File: config.mk
export PLATFORM = sky130hd
export DESIGN_NAME = config_block_loader_flat
export DESIGN_NICKNAME = d
export VERILOG_FILES = /design/src/rtl/config_block_loader_if.sv /design/src/rtl/config_block_loader.sv /design/src/flat_wrapper.sv
export SDC_FILE = /design/constraint.sdc
export NUM_CORES = 1
export LEC_CHECK = 0
export ABC_CLOCK_PERIOD_IN_PS = 2700
export CAP_MARGIN = 15
export CORE_ASPECT_RATIO = 0.75
export CORE_MARGIN = 2
export CORE_UTILIZATION = 48
export CTS_BUF_LIST = sky130_fd_sc_hd__clkbuf_4
export CTS_CLUSTER_DIAMETER = 60
export DETAILED_ROUTE_END_ITERATION = 8
export GPL_TIMING_DRIVEN = 1
export HOLD_SLACK_MARGIN = 0.08
export PLACE_DENSITY = 0.73
export REMOVE_ABC_BUFFERS = 1
export SYNTH_ARGS = -nofsm -noshare
export SYNTH_HDL_FRONTEND = slang
export SYNTH_SLANG_ARGS = --single-unit
File: constraint.sdc
create_clock -name clk -period 2.7 [get_ports clk]
set_clock_uncertainty 0.1 [all_clocks]
set_input_delay 0.54 -clock clk [delete_from_list [all_inputs] [get_ports clk]]
set_output_delay 0.54 -clock clk [all_outputs]
set_load 0.1 [all_outputs]
File: src/rtl/config_block_loader_if.sv
// Handshake and latch-bus signals between the chip config port and the block loader.
// The master drives the serial bitstream; the slave (loader) drives the latch bus.
interface config_block_loader_if #(
  parameter int MEM_SIZE   = 16,
  parameter int NUM_BLOCKS = 4
);
  logic                  cfg_start;
  logic                  cfg_bit;
  logic                  cfg_valid;
  logic                  cfg_ready;
  logic [MEM_SIZE-1:0]   config_in;
  logic [NUM_BLOCKS-1:0] comb_set;
  logic                  cfg_busy;
  logic                  cfg_done;

  modport master (
    output cfg_start, cfg_bit, cfg_valid,
    input  cfg_ready, config_in, comb_set, cfg_busy, cfg_done
  );

  modport slave (
    input  cfg_start, cfg_bit, cfg_valid,
    output cfg_ready, config_in, comb_set, cfg_busy, cfg_done
  );
endinterface

File: src/rtl/config_block_loader.sv
// Serial bitstream to LUT latch-block loader: assembles MEM_SIZE-bit words LSB-first
// and strobes one comb_set per block, in block order, while config_in holds the word.
module config_block_loader #(
  parameter int MEM_SIZE   = 16,
  parameter int NUM_BLOCKS = 4,
  parameter int SET_CYCLES = 1
) (
  input  logic clk,
  input  logic rst,
  config_block_loader_if.slave cfg
);
  localparam int BIT_W = (MEM_SIZE   > 1) ? $clog2(MEM_SIZE)   : 1;
  localparam int BLK_W = (NUM_BLOCKS > 1) ? $clog2(NUM_BLOCKS) : 1;
  localparam int SET_W = (SET_CYCLES > 1) ? $clog2(SET_CYCLES) : 1;

  localparam logic [BIT_W-1:0] BIT_LAST = BIT_W'(MEM_SIZE - 1);
  localparam logic [BLK_W-1:0] BLK_LAST = BLK_W'(NUM_BLOCKS - 1);
  localparam logic [SET_W-1:0] SET_LAST = SET_W'(SET_CYCLES - 1);

  typedef enum logic [1:0] {IDLE, SHIFT, COMMIT, DONE} state_t;

  state_t                state_q, state_d;
  logic [MEM_SIZE-1:0]   shreg_q;
  logic [MEM_SIZE-1:0]   word_q;
  logic [BIT_W-1:0]      bit_cnt_q;
  logic [BLK_W-1:0]      blk_idx_q;
  logic [SET_W-1:0]      set_cnt_q;
  logic [NUM_BLOCKS-1:0] strobe;
  logic                  accept;
  logic [MEM_SIZE-1:0]   shreg_next;

  assign accept     = cfg.cfg_valid && (state_q == SHIFT);
  assign shreg_next = {cfg.cfg_bit, shreg_q[MEM_SIZE-1:1]};

  always_ff @(posedge clk) begin
    if (rst) state_q <= IDLE;
    else     state_q <= state_d;
  end

  always_comb begin
    state_d = state_q;
    case (state_q)
      IDLE:   if (cfg.cfg_start) state_d = SHIFT;
      SHIFT:  if (accept && (bit_cnt_q == BIT_LAST)) state_d = COMMIT;
      COMMIT: if (set_cnt_q == SET_LAST)
                state_d = (blk_idx_q == BLK_LAST) ? DONE : SHIFT;
      DONE:   if (cfg.cfg_start) state_d = SHIFT;
      default: state_d = IDLE;
    endcase
  end

  // word_q is only loaded on the edge into COMMIT, so it stays put through the
  // strobe and the whole next word's shift phase, covering the latch hold time.
  always_ff @(posedge clk) begin
    if (rst) begin
      shreg_q   <= '0;
      word_q    <= '0;
      bit_cnt_q <= '0;
      blk_idx_q <= '0;
      set_cnt_q <= '0;
    end else begin
      case (state_q)
        IDLE, DONE: begin
          if (cfg.cfg_start) begin
            bit_cnt_q <= '0;
            blk_idx_q <= '0;
          end
        end
        SHIFT: begin
          if (accept) begin
            shreg_q <= shreg_next;
            if (bit_cnt_q == BIT_LAST) begin
              word_q    <= shreg_next;
              bit_cnt_q <= '0;
              set_cnt_q <= '0;
            end else begin
              bit_cnt_q <= bit_cnt_q + 1'b1;
            end
          end
        end
        COMMIT: begin
          if (set_cnt_q == SET_LAST) begin
            set_cnt_q <= '0;
            if (blk_idx_q != BLK_LAST) blk_idx_q <= blk_idx_q + 1'b1;
          end else begin
            set_cnt_q <= set_cnt_q + 1'b1;
          end
        end
        default: ;
      endcase
    end
  end

  always_comb begin
    strobe = '0;
    if (state_q == COMMIT) strobe[blk_idx_q] = 1'b1;
  end

  assign cfg.comb_set  = strobe;
  assign cfg.config_in = word_q;
  assign cfg.cfg_ready = (state_q == SHIFT);
  assign cfg.cfg_busy  = (state_q == SHIFT) || (state_q == COMMIT);
  assign cfg.cfg_done  = (state_q == DONE);
endmodule
File: src/flat_wrapper.sv
// flat-port wrapper written by rule: the top's interface ports become plain ports
module config_block_loader_flat 
#(
  parameter int MEM_SIZE   = 16,
  parameter int NUM_BLOCKS = 4,
  parameter int SET_CYCLES = 1
)
  (clk, rst, cfg_cfg_start, cfg_cfg_bit, cfg_cfg_valid, cfg_cfg_ready, cfg_config_in, cfg_comb_set, cfg_cfg_busy, cfg_cfg_done);
  config_block_loader_if #(.MEM_SIZE(MEM_SIZE), .NUM_BLOCKS(NUM_BLOCKS)) cfg_i ();
  input  logic clk;
  input  logic rst;
  input wire logic [$bits(cfg_i.cfg_start)-1:0] cfg_cfg_start;
  input wire logic [$bits(cfg_i.cfg_bit)-1:0] cfg_cfg_bit;
  input wire logic [$bits(cfg_i.cfg_valid)-1:0] cfg_cfg_valid;
  output wire logic [$bits(cfg_i.cfg_ready)-1:0] cfg_cfg_ready;
  output wire logic [$bits(cfg_i.config_in)-1:0] cfg_config_in;
  output wire logic [$bits(cfg_i.comb_set)-1:0] cfg_comb_set;
  output wire logic [$bits(cfg_i.cfg_busy)-1:0] cfg_cfg_busy;
  output wire logic [$bits(cfg_i.cfg_done)-1:0] cfg_cfg_done;
  assign cfg_i.cfg_start = cfg_cfg_start;
  assign cfg_i.cfg_bit = cfg_cfg_bit;
  assign cfg_i.cfg_valid = cfg_cfg_valid;
  assign cfg_cfg_ready = cfg_i.cfg_ready;
  assign cfg_config_in = cfg_i.config_in;
  assign cfg_comb_set = cfg_i.comb_set;
  assign cfg_cfg_busy = cfg_i.cfg_busy;
  assign cfg_cfg_done = cfg_i.cfg_done;
  config_block_loader #(.MEM_SIZE(MEM_SIZE), .NUM_BLOCKS(NUM_BLOCKS), .SET_CYCLES(SET_CYCLES)) u_core (.clk(clk), .rst(rst), .cfg(cfg_i));
endmodule
# == Word level (Yosys, flattened, before mapping) ==
# Cells that the tools add are included.
# Widths: inputs -> output; s select.
# classes
add_sub_neg,3
magnitude_cmp,2
eq_ne,12
muxes,20
n_reduce_logical,15
# ops
op,n
$mux 4,4
$mux 2,7
$reduce_and 3->1,4
$ne 2x1->1 const B,5
$pmux 4 s2,1
$eq 2x2->1 const B,3
$pmux 2 s3,1
$reduce_bool 2->1,3
$add 4x1->4 const B,1
$eq 4x4->1 const B,1
$mux 1,4
$ne 2x2->1 const B,2
$pmux 2 s2,1
$reduce_and 4->1,1
$logic_and 1x1->1,3
$lt 2x3->1 const B,1
$add 2x1->2 const B,1
$demux 1 s2,1
$eq 2x1->1 const B,1
$ge 2x1->1 const B,1
$logic_not 2->1,1
$pmux 1 s2,1
$reduce_and 2->1,1
$reduce_or 2->1,1
2 further kinds,2
# totals
ff_bits,41
inputBits,5
out_inout_bits,23
word_cells,58

# == Longest topological paths before layout ==
# Gate-level depths: netlist of the first run.
# logic_depth
ltp_word,5
ltp_mapped,8
mapped_depth_nobuf,6

# == Worst setup path before layout of the first run ==
# No wires, ideal clock.
# synth_path
kind,reg2reg
startpoint,reg u_core.state_q[1]
endpoint,reg u_core.word_q[10] (netlist: u_core.cfg.config_in[10])
setup_ps,139
arrival_ps,2135
required_ps,2461
setup_slack_ps,326
stages_incl_launch_ff,9
path_buffers,2
synth_period_minus_slack_ps,2374
path_cell_list,dfxtp_1 -> inv_1 -> ha_1 -> nand2_4 -> or2_1 -> buf_6 -> buf_8 -> nand2_2 -> a21oi_2
# synth_between
elab_chain_len,3
# synth_rtl
element,line,text
start: declaration,config_block_loader.sv:22,"state_t state_q, state_d;"
start signal: assignment,config_block_loader.sv:37,else state_q <= state_d;
$eq 2x1->1 (*),--,
named net cfg_cfg_ready,flat_wrapper.sv:15,output wire logic [$bits(cfg_i.cfg_ready)-1:0] cfg_cfg_ready;
$logic_and 1x1->1,config_block_loader.sv:32,assign accept = cfg.cfg_valid && (state_q == SHIFT);
$reduce_and 3->1 (no line) (*),--,
end signal: assignment,config_block_loader.sv:73,word_q <= shreg_next;
end: declaration,config_block_loader.sv:24,logic [MEM_SIZE-1:0] word_q;
# The timed path passes the listed nets; every way through them passes the cells marked *.
# A chain may end at the register's enable or synchronous reset.

# == Worst setup path in the final report of the first run ==
# layout_path
startpoint,reg u_core.state_q[0]
endpoint,out cfg_comb_set[3]
# layout_between
elab_chain_len,2
# layout_rtl
element,line,text
$eq 2x2->1,config_block_loader.sv:96,if (state_q == COMMIT) strobe[blk_idx_q] = 1'b1;
$mux 4,config_block_loader.sv:96,
end: declaration,flat_wrapper.sv:17,output wire logic [$bits(cfg_i.comb_set)-1:0] cfg_comb_set;
# Every way passes these cells.

==> impl_metrics.yaml, run 1 <==
outcome:
  status: "finished clean"
die:
  start_util_pct: 51.1
  ios: 28
  fp.dieH_um: 55.6
  die_x_um: 72.8
  std_cell_rows: 18
  coreArea_mm2: 0.00333
  dieArea_mm2: 0.00404
drt:
  drt_wl_total_mm: 3.19
  drt_pre_antenna_iters: 5
  drt_iter0_markers: 64
  wl_per_cell_um: 11.8
  drcViolationCount: 0
  vias: 1385
  routed_via_density: 5.13
  drtAntennaViolNets: 0
setup_path:
  end_kind: "primary output"
  max_stage_delay_ns: 0.35
  cp_slowest_cell: "dfxtp_1"
  arrival_ns: 1.57
  required_ns: 2.06
  critPathMaxFanout: 8
  path_class: "reg -> out"
  path_cells: "inv_1, ha_1, and2_1, buf_4"
  cp-start-kind: "flip-flop"
power_and_ir_drop:
  powerDensity_mw_per_mm2: 693
  p_leak_nw: 0.727
  ir_worst_vdd_v: 0.000410
global_routing:
  grt_pass1_vias: 1225
  grt_pass1_wl_mm: 5.46
  antenna_found_initial: 0
  grt.total_usage_pct: 16.8
  grt_max_degree: 40
  grt_overflow: 0
final_layout:
  area_delta_synth_final_pct: 15.9
  final_core_util_pct: 59.2
  nNetsFinal: 242
  final_cell_area_mm2: 0.00197
  drive_above_1_share_pct: 24.3
  n_antenna_cell: 0
synth:
  synth-seq-cells: 39
  netlist_instances: 203
  synth.area.mux_share_pct: 1.25
  post_synth_num_cell_types: 33
  synth_top_area_share_pct: 45.8
  synth_fa_ha_area_share_pct: 5.88
  synth_edf_count: 0
  yosys_warnings: 0
  synth_top_cells_by_area: "dfxtp_1, nand2_1, a21oi_1, ha_1, a21oi_2"
  synth_flop_cell: "dfxtp_1"
  synthArstFlopShare_pct: 0
  netlist_area_mm2: 0.00170
  synth_commonest_cells: "nand2_1, dfxtp_1, a21oi_1"
  synth-simple-area-share_pct: 25.2
  seq_area_frac_synth_pct: 45.8
  syn_area_per_cell_um2: 8.39
  synth-xor-area-share_pct: 0.514
  synth_top_family_by_area: "simple AND/OR/NAND/NOR gates"
  synthMostInstantiatedCell: "nand2_1"
  synth_compound_area_share_pct: 16.7
  yosysTopAreaCell: "dfxtp_1"
sta:
  hold_viol_final: 0
  fin_tns_setup_ns: 0
  grt_setup_unrepaired: "no"
  drv_slew: 0
  worstMarginPinSlew_ns: 0.742
  hold_ws_ns: 0.363
  setup_viol: 0
  fin_crit_sh_pct: 81.8
  fin_ws_ns: 0.492
  maxSlewHeadroom_pct: 50.5
  period_minus_slack_ns: 2.21
  fmax_ghz: 0.453
placement:
  hpwl_mm: 2.24
  io_buffers: 27
  place_ws_ns: 0.330
  placed_area_mm2: 0.00192
  gp_congestion: 0.865
clock_network:
  htree_levels: 2
  path_clk_slew_ns: 0.11
  cts_tree: "built"
  insertion_delay_ns: 0.34
  cts_resized: 0
  holdBufCountCts: 0
  root_buffer: "clkbuf_4"
  cts_made_buffers: 5
  clock_sinks: 39
  clk_path_buf_depth: 2
  cts_setup_buffers: 0
worst_hold_path:
  hold_class: "reg -> reg"
flow_run:
  maxCapViolCount: 0
==> sequential cells by signal (all words and copies together) (netlist names) <==
| signal | cells |
|---|---|
| u_core.bit_cnt_q | 4 |
| u_core.blk_idx_q | 2 |
| u_core.state_q | 2 |
| u_core.cfg.config_in | 16 |
| u_core.shreg_q | 15 |
==> area by class of cell <==
type / count / area, µm²
fill: 311 / 1360
multi-input combinational: 149 / 843
sequential: 39 / 781
timing repair buffer: 29 / 228
tap: 40 / 50.0
clock buffer: 5 / 37.5
inverter: 5 / 18.8
clock inverter: 3 / 15.0
==> where the power goes <==
group,switching (mW),internal [mW]
combinational,0.350,0.119
sequential,0.0200,0.595
clock,0.185,0.0970
total,0.555,0.812
==> worst max-delay path: cells and delay by family (launching register included) <==
family                   cells  cell delay [ns]
flip-flops                   1             0.35
adder cells (fa/ha/maj)      1             0.28
buffers and inverters        2             0.39
AND/OR/NAND/NOR              1             0.22
==> cell usage in the layout (no fill, tap or decap), types with 2 or more instances in the layout <==
master	Yosys	final
a21oi_1	25	25
a21oi_2	10	10
and2_1	6	6
buf_4	0	25
clkbuf_4	0	5
clkdlybuf4s50_1	0	4
clkinv_2	0	3
dfxtp_1	39	39
ha_1	8	8
inv_1	5	5
nand2_1	56	56
nand2_2	10	10
nand3_1	4	4
nor2_1	5	5
nor2b_1	2	2
nor3_1	2	2
o21ai_0	5	5
==> kinds of logic (layout without fill, tap and decap cells) <==
kind of cell               count (synthesis)  in the layout
muxes                                      2              2
AOI/OAI and AO/OA                         46             46
xor gates and xnor gates                   1              1
buffers and inverters                     15             42
DFF                                       39             39
adders and majority gates                  8              8
and+or+nand+nor                           92             92
==> through the flow <==
| stage | power (mW) | std cells |
|---|---|---|
| after floorplan | 0.993 | 193 |
| after global placement | 1.09 | 262 |
| after detailed placement | 1.10 | 262 |
| after CTS | 1.38 | 270 |
| after global routing | 1.45 | 270 |
| final | 1.37 | 270 |
==> path summary, 6_finish.rpt <==
kind                            start                  endpoint  slack (ns)  depth (start not counted)
max reg2reg         u_core.state_q[1]   u_core.cfg.config_in[0]        0.63                          6
min reg2reg  u_core.cfg.config_in[15]  u_core.cfg.config_in[15]        0.36                          2
max                 u_core.state_q[0]           cfg_comb_set[3]        0.49                          4
min          u_core.cfg.config_in[15]  u_core.cfg.config_in[15]        0.36                          2
==> metal layers <==
metal | track usage (%) | part of all wire [%] | vias up
li1 | - | - | 717
met1 | 22.7 | 49 | 640
met2 | 25.6 | 45 | 23
met3 | 5.43 | 4.1 | 5
met4 | 5.03 | 1.1 | 0
met5 | 0 | 0 | -
Power figures use the tool's default switching activity.
==> run 2: changes to the inputs <==
--- a/config.mk
+++ b/config.mk
@@ -5,7 +5,7 @@
 export SDC_FILE = /design/constraint.sdc
 export NUM_CORES = 1
 export LEC_CHECK = 0
-export ABC_CLOCK_PERIOD_IN_PS = 2700
+export ABC_CLOCK_PERIOD_IN_PS = 2190
 export CAP_MARGIN = 15
 export CORE_ASPECT_RATIO = 0.75
 export CORE_MARGIN = 2
==> constraint.sdc (replaced) <==
create_clock -name clk -period 2.19 [get_ports clk]
set_clock_uncertainty 0.1 [all_clocks]
set_input_delay 0.438 -clock clk [delete_from_list [all_inputs] [get_ports clk]]
set_output_delay 0.438 -clock clk [all_outputs]
set_load 0.1 [all_outputs]
==> impl_metrics.yaml, run 2 (synthesized netlist as in run 1, its figures left out) <==
sta:
  fmax_ghz: 0.489
  worstMarginPinSlew_ns: 0.746
  drv_slew: 0
  period_minus_slack_ns: 2.05
  hold_viol_final: 0
  maxSlewHeadroom_pct: 50.3
  grt_setup_unrepaired: "no"
  fin_tns_setup_ns: 0
  fin_crit_sh_pct: 93.5
  setup_viol: 0
setup_path:
  path_cells: "inv_1, ha_1, and2_1, buf_12"
  r2r_cells: 6
  r2r_end: "u_core.cfg.config_in[12]"
  end_kind: "primary output"
  required_ns: 1.65
  path_class: "reg -> out"
  cp_slowest_cell: "dfxtp_1"
  r2r_slack_ns: 0.24
  arrival_ns: 1.51
  reg2reg_from: "u_core.state_q[1]"
  max_stage_delay_ns: 0.34
  cp-start-kind: "flip-flop"
  critPathMaxFanout: 8
clock_network:
  htree_levels: 2
  holdBufCountCts: 0
  path_clk_slew_ns: 0.13
  clock_sinks: 39
  clk_path_buf_depth: 2
  cts_made_buffers: 5
  root_buffer: "clkbuf_4"
  cts_tree: "built"
  insertion_delay_ns: 0.34
  cts_resized: 0
  cts_setup_buffers: 0
placement:
  io_buffers: 27
  dp_cells: 263
  hpwl_mm: 2.38
  gp_congestion: 0.824
power_and_ir_drop:
  ir_worst_vdd_v: 0.000585
  seqPwrFrac_pct: 37.2
  netSwitchingPower_uw: 722
  p_clk_share_pct: 29.2
  combinationalPowerShare_pct: 33.6
  power_mw: 2.04
  powerDensity_mw_per_mm2: 962
  p_sw_share_pct: 35.4
  p_leak_nw: 0.770
  p_int_mw: 1.32
final_layout:
  largest_reg_flops: 16
  final_cell_mix: "nand2_1, dfxtp_1, a21oi_1"
  final_core_util_pct: 63.6
  stdcell_count: 271
  ff_latch_area_um2: 781
  drive_above_1_share_pct: 24.7
  num-fill-cells: 294
  nNetsFinal: 243
  n_antenna_cell: 0
  layout_commonest_cell: "nand2_1"
  area_delta_synth_final_pct: 24.5
  multi_input_area_um2: 843
global_routing:
  grt_pass1_vias: 1369
  grt_max_degree: 40
  grt.total_usage_pct: 17.9
  grt_pass1_wl_mm: 5.83
  antenna_found_initial: 0
  grt_overflow: 0
die:
  ios: 28
  dieArea_mm2: 0.00404
  start_util_pct: 51.1
  fp.dieH_um: 55.6
  die_x_um: 72.8
  coreArea_mm2: 0.00333
  std_cell_rows: 18
worst_hold_path:
  hold_end: "u_core.cfg.config_in[0]"
  hold_class: "reg -> reg"
  hp-start: "u_core.cfg.config_in[0]"
  min_path_cells: 2
drt:
  drtAntennaViolNets: 0
  drt_iter0_markers: 97
  drt_pre_antenna_iters: 6
  drcViolationCount: 0
  routed_via_density: 5.26
  wl_per_cell_um: 12.5
  drt_wl_total_mm: 3.39
  vias: 1425
flow_run:
  maxCapViolCount: 0
outcome:
  status: "finished clean"
[run 2: changes by cell type in the layout (fill, tap and decap cells not counted)]
| cell | before | now |
|---|---|---|
| clkinv_2 | 3 | 0 |
| buf_12 | 0 | 7 |
| clkinvlp_4 | 0 | 1 |
| bufinv_16 | 0 | 2 |
| buf_4 | 25 | 19 |
[run 2: worst max-delay path by stage]
stage | startpoint | to | depth (start not counted)
finish | u_core.state_q[0] | cfg_comb_set[3] | 4
global route | u_core.state_q[0] | cfg_comb_set[3] | 4
CTS | u_core.state_q[1] | cfg_comb_set[3] | 3
detailed placement | cfg_cfg_valid | u_core.cfg.config_in[12] | 5
global placement | cfg_cfg_valid | u_core.cfg.config_in[11] | 6
floorplan | u_core.state_q[1] | u_core.cfg.config_in[10] | 6
[run 2: metal layers]
| metal | share of wire (%) | vias up | global-route usage (%) | wire, µm |
|---|---|---|---|---|
| met5 | 0 | - | 0 | 0 |
| li1 | - | 721 | - | - |
| met3 | 3.9 | 6 | 4.89 | 133 |
| met2 | 49 | 35 | 30.6 | 1660 |
| met1 | 46 | 663 | 22.4 | 1570 |
| met4 | 0.80 | 0 | 3.97 | 27 |
[run 2: metrics by stage]
stage	cell area [µm²]	hold slack (ns)	worst slack [ns]
floorplan	1640	0.326	-0.301
global route	2120	0.374	0.00529
detailed placement	2020	0.348	0.0781
CTS	2120	0.365	0.140
global placement	2020	0.344	0.152
finish	2120	0.367	0.143
[run 2: power by group through the flow]
stage / logic [mW] / clock network (mW) / registers [mW]
2_1_floorplan: 0.455 / 0 / 0.770
3_3_place_gp: 0.671 / 0 / 0.774
3_5_place_dp: 0.683 / 0 / 0.776
4_1_cts: 0.686 / 0.609 / 0.760
5_1_grt: 0.727 / 0.643 / 0.764
6_report: 0.685 / 0.596 / 0.760
[run 2: critical path, delay by kind of cell, from the launching register on]
| kind | cells | cell delay [ns] |
|---|---|---|
| simple gates | 1 | 0.26 |
| flops | 1 | 0.34 |
| fa+ha+maj | 1 | 0.29 |
| buf+inv | 2 | 0.28 |
[run 2: area by class of cell]
cell class / count / area share [%]
Multi-Input combinational cell: 149 / 39.8
Tap cell: 40 / 2.36
Timing Repair Buffer: 30 / 15.2
Clock inverter: 3 / 3.19
Inverter: 5 / 0.885
Sequential cell: 39 / 36.8
Clock buffer: 5 / 1.77
